===== src/rtl/led_pkg.sv =====
// led_pkg
// Shared definitions for the LED sweep engine: sweep modes, engine states
// and the BOUNCE direction flag.
// No ports; imported by led_chaser_if, led_chaser and led_tick_gen.
package led_pkg;

    // Sweep modes as seen on the mode input.
    typedef enum logic [1:0] {
        MODE_RIGHT  = 2'd0,
        MODE_LEFT   = 2'd1,
        MODE_BOUNCE = 2'd2,
        MODE_FILL   = 2'd3
    } mode_e;

    // Engine states.
    typedef enum logic {
        IDLE = 1'b0,
        RUN  = 1'b1
    } state_e;

    // Travel direction of the segment while bouncing.
    typedef enum logic {
        DIR_RIGHT = 1'b0,
        DIR_LEFT  = 1'b1
    } dir_e;

endpackage


===== src/rtl/led_chaser_if.sv =====
// led_chaser_if
// Control/status bundle between the LED sequencer (master) and one
// led_chaser sweep engine (slave).
// Signals: start, mode, div, enable, abort, loop (master -> slave);
//          out, busy, last, done (slave -> master).
interface led_chaser_if
    import led_pkg::*;
#(
    parameter int N_LEDS = 18,
    parameter int DIV_W  = 8
);
    logic              start;
    mode_e             mode;
    logic [DIV_W-1:0]  div;
    logic              enable;
    logic              abort;
    logic              loop;
    logic [N_LEDS-1:0] out;
    logic              busy;
    logic              last;
    logic              done;

    modport master (
        output start, mode, div, enable, abort, loop,
        input  out, busy, last, done
    );

    modport slave (
        input  start, mode, div, enable, abort, loop,
        output out, busy, last, done
    );
endinterface


===== src/rtl/led_tick_gen.sv =====
// led_tick_gen
// Step-rate divider. Counts 0..div while run is high and fires tick on the
// cycle the count equals div, after which the count wraps to 0.
// Ports: clk, localReset (async, active-high), run (count enable),
//        clear (force count to 0), div (terminal count), tick (step strobe).
module led_tick_gen
    import led_pkg::*;
#(
    parameter int DIV_W = 8
) (
    input  logic             clk,
    input  logic             localReset,
    input  logic             run,
    input  logic             clear,
    input  logic [DIV_W-1:0] div,
    output logic             tick
);

    logic [DIV_W-1:0] count_q;
    logic [DIV_W-1:0] count_d;

    assign tick = run && (count_q == div);

    // Clear wins over counting so a new or reloaded sweep always starts
    // its first position with a full period.
    always_comb begin
        count_d = count_q;
        if (clear) begin
            count_d = '0;
        end else if (run) begin
            if (count_q == div) begin
                count_d = '0;
            end else begin
                count_d = count_q + 1'b1;
            end
        end
    end

    always_ff @(posedge clk or posedge localReset) begin
        if (localReset) begin
            count_q <= '0;
        end else begin
            count_q <= count_d;
        end
    end

endmodule


===== src/rtl/led_chaser.sv =====
// led_chaser
// Parametrised LED sweep engine: moves a SEG_W-wide lit segment across an
// N_LEDS-wide bar in RIGHT, LEFT, BOUNCE or FILL mode, one position per
// divider tick, with pause, abort and auto-repeat.
// Ports: clk, localReset (async, active-high),
//        bus (led_chaser_if.slave: start/mode/div/enable/abort/loop in,
//             out/busy/last/done out).
module led_chaser
    import led_pkg::*;
#(
    parameter int N_LEDS = 18,
    parameter int SEG_W  = 2,
    parameter int DIV_W  = 8
) (
    input  logic         clk,
    input  logic         localReset,
    led_chaser_if.slave  bus
);

    localparam logic [N_LEDS-1:0] LSB_SEG = {{(N_LEDS-SEG_W){1'b0}}, {SEG_W{1'b1}}};
    localparam logic [N_LEDS-1:0] MSB_SEG = {{SEG_W{1'b1}}, {(N_LEDS-SEG_W){1'b0}}};
    localparam logic [N_LEDS-1:0] ALL_ON  = {N_LEDS{1'b1}};

    state_e            state_q, state_d;
    logic [N_LEDS-1:0] out_q, out_d;
    mode_e             mode_q, mode_d;
    logic [DIV_W-1:0]  div_q, div_d;
    dir_e              dir_q, dir_d;

    logic tick;
    logic clear;
    logic runEn;
    logic atFinal;
    logic startAcc;
    logic endOfSweep;

    function automatic logic [N_LEDS-1:0] initPattern(input mode_e m);
        case (m)
            MODE_LEFT: return LSB_SEG;
            MODE_FILL: return '0;
            default:   return MSB_SEG;
        endcase
    endfunction

    // A bounce is only finished once it has turned round and climbed back
    // to the top, hence the direction qualifier.
    always_comb begin
        atFinal = 1'b0;
        case (mode_q)
            MODE_RIGHT:  atFinal = (out_q == LSB_SEG);
            MODE_LEFT:   atFinal = (out_q == MSB_SEG);
            MODE_BOUNCE: atFinal = (out_q == MSB_SEG) && (dir_q == DIR_LEFT);
            MODE_FILL:   atFinal = (out_q == ALL_ON);
            default:     atFinal = 1'b0;
        endcase
    end

    assign runEn      = (state_q == RUN) && bus.enable;
    assign startAcc   = (state_q == IDLE) && bus.start && !bus.abort;
    assign endOfSweep = (state_q == RUN) && tick && atFinal && !bus.abort;
    assign clear      = bus.abort || startAcc || (endOfSweep && bus.loop);

    led_tick_gen #(
        .DIV_W(DIV_W)
    ) u_tickGen (
        .clk       (clk),
        .localReset(localReset),
        .run       (runEn),
        .clear     (clear),
        .div       (div_q),
        .tick      (tick)
    );

    // Next-state logic. Abort beats both the tick and a start arriving in
    // the same cycle; mode and div are only captured on an accepted start.
    always_comb begin
        state_d = state_q;
        out_d   = out_q;
        mode_d  = mode_q;
        div_d   = div_q;
        dir_d   = dir_q;
        case (state_q)
            IDLE: begin
                out_d = '0;
                if (startAcc) begin
                    state_d = RUN;
                    mode_d  = bus.mode;
                    div_d   = bus.div;
                    dir_d   = DIR_RIGHT;
                    out_d   = initPattern(bus.mode);
                end
            end
            RUN: begin
                if (bus.abort) begin
                    state_d = IDLE;
                    out_d   = '0;
                end else if (endOfSweep) begin
                    dir_d = DIR_RIGHT;
                    if (bus.loop) begin
                        out_d = initPattern(mode_q);
                    end else begin
                        state_d = IDLE;
                        out_d   = '0;
                    end
                end else if (tick) begin
                    case (mode_q)
                        MODE_RIGHT: out_d = out_q >> 1;
                        MODE_LEFT:  out_d = out_q << 1;
                        MODE_BOUNCE: begin
                            // Turn round on the bottom position so it is
                            // shown only once.
                            if (dir_q == DIR_RIGHT && out_q == LSB_SEG) begin
                                dir_d = DIR_LEFT;
                                out_d = out_q << 1;
                            end else if (dir_q == DIR_RIGHT) begin
                                out_d = out_q >> 1;
                            end else begin
                                out_d = out_q << 1;
                            end
                        end
                        MODE_FILL:  out_d = {1'b1, out_q[N_LEDS-1:1]};
                        default:    out_d = out_q;
                    endcase
                end
            end
            default: begin
                state_d = IDLE;
                out_d   = '0;
            end
        endcase
    end

    always_ff @(posedge clk or posedge localReset) begin
        if (localReset) begin
            state_q <= IDLE;
            out_q   <= '0;
            mode_q  <= MODE_RIGHT;
            div_q   <= '0;
            dir_q   <= DIR_RIGHT;
        end else begin
            state_q <= state_d;
            out_q   <= out_d;
            mode_q  <= mode_d;
            div_q   <= div_d;
            dir_q   <= dir_d;
        end
    end

    assign bus.out  = out_q;
    assign bus.busy = (state_q == RUN);
    assign bus.last = (state_q == RUN) && atFinal;
    assign bus.done = endOfSweep;

endmodule


===== src/flat_wrapper.sv =====
// flat-port wrapper written by rule: the top's interface ports become plain ports
module led_chaser_flat import led_pkg::*;
#(
    parameter int N_LEDS = 18,
    parameter int SEG_W  = 2,
    parameter int DIV_W  = 8
)
  (clk, localReset, bus_start, bus_mode, bus_div, bus_enable, bus_abort, bus_loop, bus_out, bus_busy, bus_last, bus_done);
  led_chaser_if #(.N_LEDS(N_LEDS), .DIV_W(DIV_W)) bus_i ();
  input  logic clk;
  input  logic localReset;
  input wire logic [$bits(bus_i.start)-1:0] bus_start;
  input wire logic [$bits(bus_i.mode)-1:0] bus_mode;
  input wire logic [$bits(bus_i.div)-1:0] bus_div;
  input wire logic [$bits(bus_i.enable)-1:0] bus_enable;
  input wire logic [$bits(bus_i.abort)-1:0] bus_abort;
  input wire logic [$bits(bus_i.loop)-1:0] bus_loop;
  output wire logic [$bits(bus_i.out)-1:0] bus_out;
  output wire logic [$bits(bus_i.busy)-1:0] bus_busy;
  output wire logic [$bits(bus_i.last)-1:0] bus_last;
  output wire logic [$bits(bus_i.done)-1:0] bus_done;
  assign bus_i.start = bus_start;
  assign bus_i.mode = bus_mode;
  assign bus_i.div = bus_div;
  assign bus_i.enable = bus_enable;
  assign bus_i.abort = bus_abort;
  assign bus_i.loop = bus_loop;
  assign bus_out = bus_i.out;
  assign bus_busy = bus_i.busy;
  assign bus_last = bus_i.last;
  assign bus_done = bus_i.done;
  led_chaser #(.N_LEDS(N_LEDS), .SEG_W(SEG_W), .DIV_W(DIV_W)) u_core (.clk(clk), .localReset(localReset), .bus(bus_i));
endmodule

===== config.mk =====
export PLATFORM = sky130hd
export DESIGN_NAME = led_chaser_flat
export DESIGN_NICKNAME = d
export VERILOG_FILES = /design/src/rtl/led_pkg.sv /design/src/rtl/led_chaser_if.sv /design/src/rtl/led_tick_gen.sv /design/src/rtl/led_chaser.sv /design/src/flat_wrapper.sv
export SDC_FILE = /design/constraint.sdc
export NUM_CORES = 1
export LEC_CHECK = 0
export BUFFER_PORTS_ARGS = -buffer_cell sky130_fd_sc_hd__buf_2
export CORE_MARGIN = 5
export CORE_UTILIZATION = 42
export CTS_CLUSTER_SIZE = 10
export DETAILED_ROUTE_END_ITERATION = 10
export GPL_TIMING_DRIVEN = 0
export SETUP_SLACK_MARGIN = 0.05
export SLEW_MARGIN = 20
export SYNTH_ARGS = -nofsm -noshare
export SYNTH_HDL_FRONTEND = slang
export SYNTH_SLANG_ARGS = --single-unit

===== constraint.sdc =====
create_clock -name clk -period 2.1 [get_ports clk]
set_input_delay 0 -clock clk [delete_from_list [all_inputs] [get_ports clk]]
set_output_delay 0 -clock clk [all_outputs]
set_load 0.01 [all_outputs]

==> results.cfg <==
[setup_path]
cp_max_fo = 6
arrival_ps = 2170
crit_slowest_cell = dfrtp_1
critical_path_class = register to register
start_kind = register
crit_required_ps = 2280
crit_chain = nor4_1, nand4_1, o21bai_1, buf_4, a21oi_4, nor4_2, o32a_1
critPathMaxStageDelay_ps = 450
endpoint_kind = register

[place]
portBuffers = 36
dpl.hpwl_um = 3490
post-place-ws_ps = 1.63
globalplace.congestion = 0.803
placed_area_sq_um = 2380

[global_route]
antenna_found_initial = 0
grt_max_degree = 29
overflow = 0
grt_pass1_vias = 1791
grt_use_total_pct = 16.5
grt_pass1_wl_um = 8320

[yosys]
yosys_warnings = 0
ys.flop_type = dfrtp_1
syn_avg_cell_area_sq_um = 9.71
synth_seq_cells = 38
synth_edf_count = 0
synth_cells = 216
ys_seq_area_share_pct = 45.3
netlist_area_sq_um = 2100
synthesis.nets = 233
async_flop_share_pct = 100
synth_cell_types = 43

[finish]
postLayoutCellArea_sq_um = 2680
diodes = 0
layout_commonest_cell = buf_2
drive_gt1_share_pct = 26.9
final_cell_mix = buf_2 (36), dfrtp_1 (35), nand2_1 (28), mux2i_1 (15), o21ai_0 (14)
syn_to_final_growth_pct = 27.9
fill_cells = 449
nets = 296

[sta]
rsz0062_at_grt = yes
finalCritPeriodShare_pct = 95.1
setup_violations = 0
clock.fmax_mhz = 501
fin_ws_ps = 103
hold_viol = 0
maxSlewHeadroom_pct = 46.6
skew_ps = 7.37
worst_pin_slew_ps = 797
period_needed_ps = 2000
drv_slew = 0

[floorplan]
dieWidth_um = 80.7
chipHeight_um = 80.7
core-area_sq_um = 4790
io_pins = 37
die_area_sq_um = 6510
rows = 25
start_util_pct = 43.8

[clocking]
cts_sinks = 38
path_clk_slew_ps = 70
cts-root-buf = clkbuf_8
insertion_delay_ps = 290
cts_buffers = 5
htree_num_levels = 2
cts_tree = done
cts.path.max_buffers = 2

[route]
drt_iter0_markers = 78
firstDrtPassIters = 4
vias = 1811
wire_per_inst_um = 14.1
wl_um = 4870
drcViolationCount = 0
antenna_left = 0
via_per_inst = 5.23

[pwr]
pwr_density_cell_nw_per_um2 = 620
ir_drop_v = 0.000441
p_leak_nw = 1.15
power_mw = 1.66

[status]
status = complete, no violations

[run]
cap_violations = 0

[worst_hold_path]
hold_class = input port to register
[report_power, final]
group	switching, mW	internal, mW
logic	0.168	0.180
registers	0.0552	0.789
clock network	0.243	0.229
[cells by family after synthesis]
group	count (synthesis)	share of synthesized area, %
and+or+nand+nor	80	19.4
AOI/OAI and AO/OA	51	15.6
DFF	38	45.3
muxes	24	12.0
buffers and inverters	12	2.92
xor gates and xnor gates	10	4.18
adders and majority gates	1	0.597
[cell usage after synthesis (all sizes together) (2+ instances only)]
cell     n  share of area [%]
nor3     4               0.95
xor2     2               0.84
nand2b   4                1.2
nor2     8                1.4
nor2b    4                1.2
nand2   28                5.0
inv      6                1.1
mux2i   15                7.2
nor3b    3                1.1
nand4    9                2.7
o21ai   26                6.7
nand3b   2               0.72
a21o     4                1.4
nor4     6                1.8
a31oi    2               0.60
xnor2    8                3.3
buf      5                1.7
mux2     9                4.8
and2     3               0.90
a21oi    7                2.2
nand3    6                1.4
dfrtp   38                 45
a211oi   3                1.1
[metal layers]
metal | wire [um] | global-route usage [%]
met2 | 2380 | 29.2
met1 | 2170 | 19.6
met4 | 78 | 5.74
met3 | 236 | 3.59
met5 | 0 | 0
[cell type report]
cell class / count / area [sq um] / share of cell area, %
inverters: 6 / 22.5 / 0.840
multi-input cells: 166 / 1110 / 41.3
flip-flops and latches: 38 / 955 / 35.6
clock buffers: 7 / 76.3 / 2.85
well taps: 67 / 83.8 / 3.13
repair buffers: 56 / 383 / 14.3
plain buffers: 6 / 53.8 / 2.01
[repair_timing]
| item | CTS | global route |
|---|---|---|
| pin swaps | 2 | 9 |
| endpoints found under the setup margin | 13 | 24 |
| endpoints found under the hold margin | 48 | 0 |
| gates resized for setup | 2 | 12 |
| setup buffers | 4 | 4 |
| hold buffers | 11 | 0 |
[state kept, by name (all words and copies together) (netlist names)]
register,count
u_core.bus.out,18
u_core.div_q,8
u_core.bus.busy,1
u_core.mode_q,2
u_core.dir_q,1
u_core.u_tickGen.count_q,8
[worst max-delay path: cells and delay by family, from the launching register on]
kind,cells,cell delay (ps)
DFF,1,450
AOI/OAI and AO/OA,3,710
buffers and inverters,1,150
and+or+nand+nor,3,570
[through the flow]
stage                     util, %  hold WS [ps]  std cells  TNS (ps)
after floorplan                 -          54.4        216         0
after global placement       49.3           227        319         0
after detailed placement     49.8         -56.6        320         0
after CTS                    54.7          25.2        342         0
after global routing         56.1          60.3        346      -231
final                        56.1          37.9        346         0
[final timing paths]
kind	start	to	slack, ps	cells after the start
setup / recovery	u_core.bus.out[2]	u_core.bus.out[0]	100	7
hold / removal	bus_loop	u_core.bus.out[17]	40	3
setup reg to reg	u_core.bus.out[2]	u_core.bus.out[0]	100	7
hold reg to reg	u_core.div_q[5]	u_core.div_q[5]	530	1
max in group asynchronous	localReset	u_core.bus.out[7]	1470	4
min in group asynchronous	localReset	u_core.div_q[4]	200	3
(Power assumes the default switching activity.)
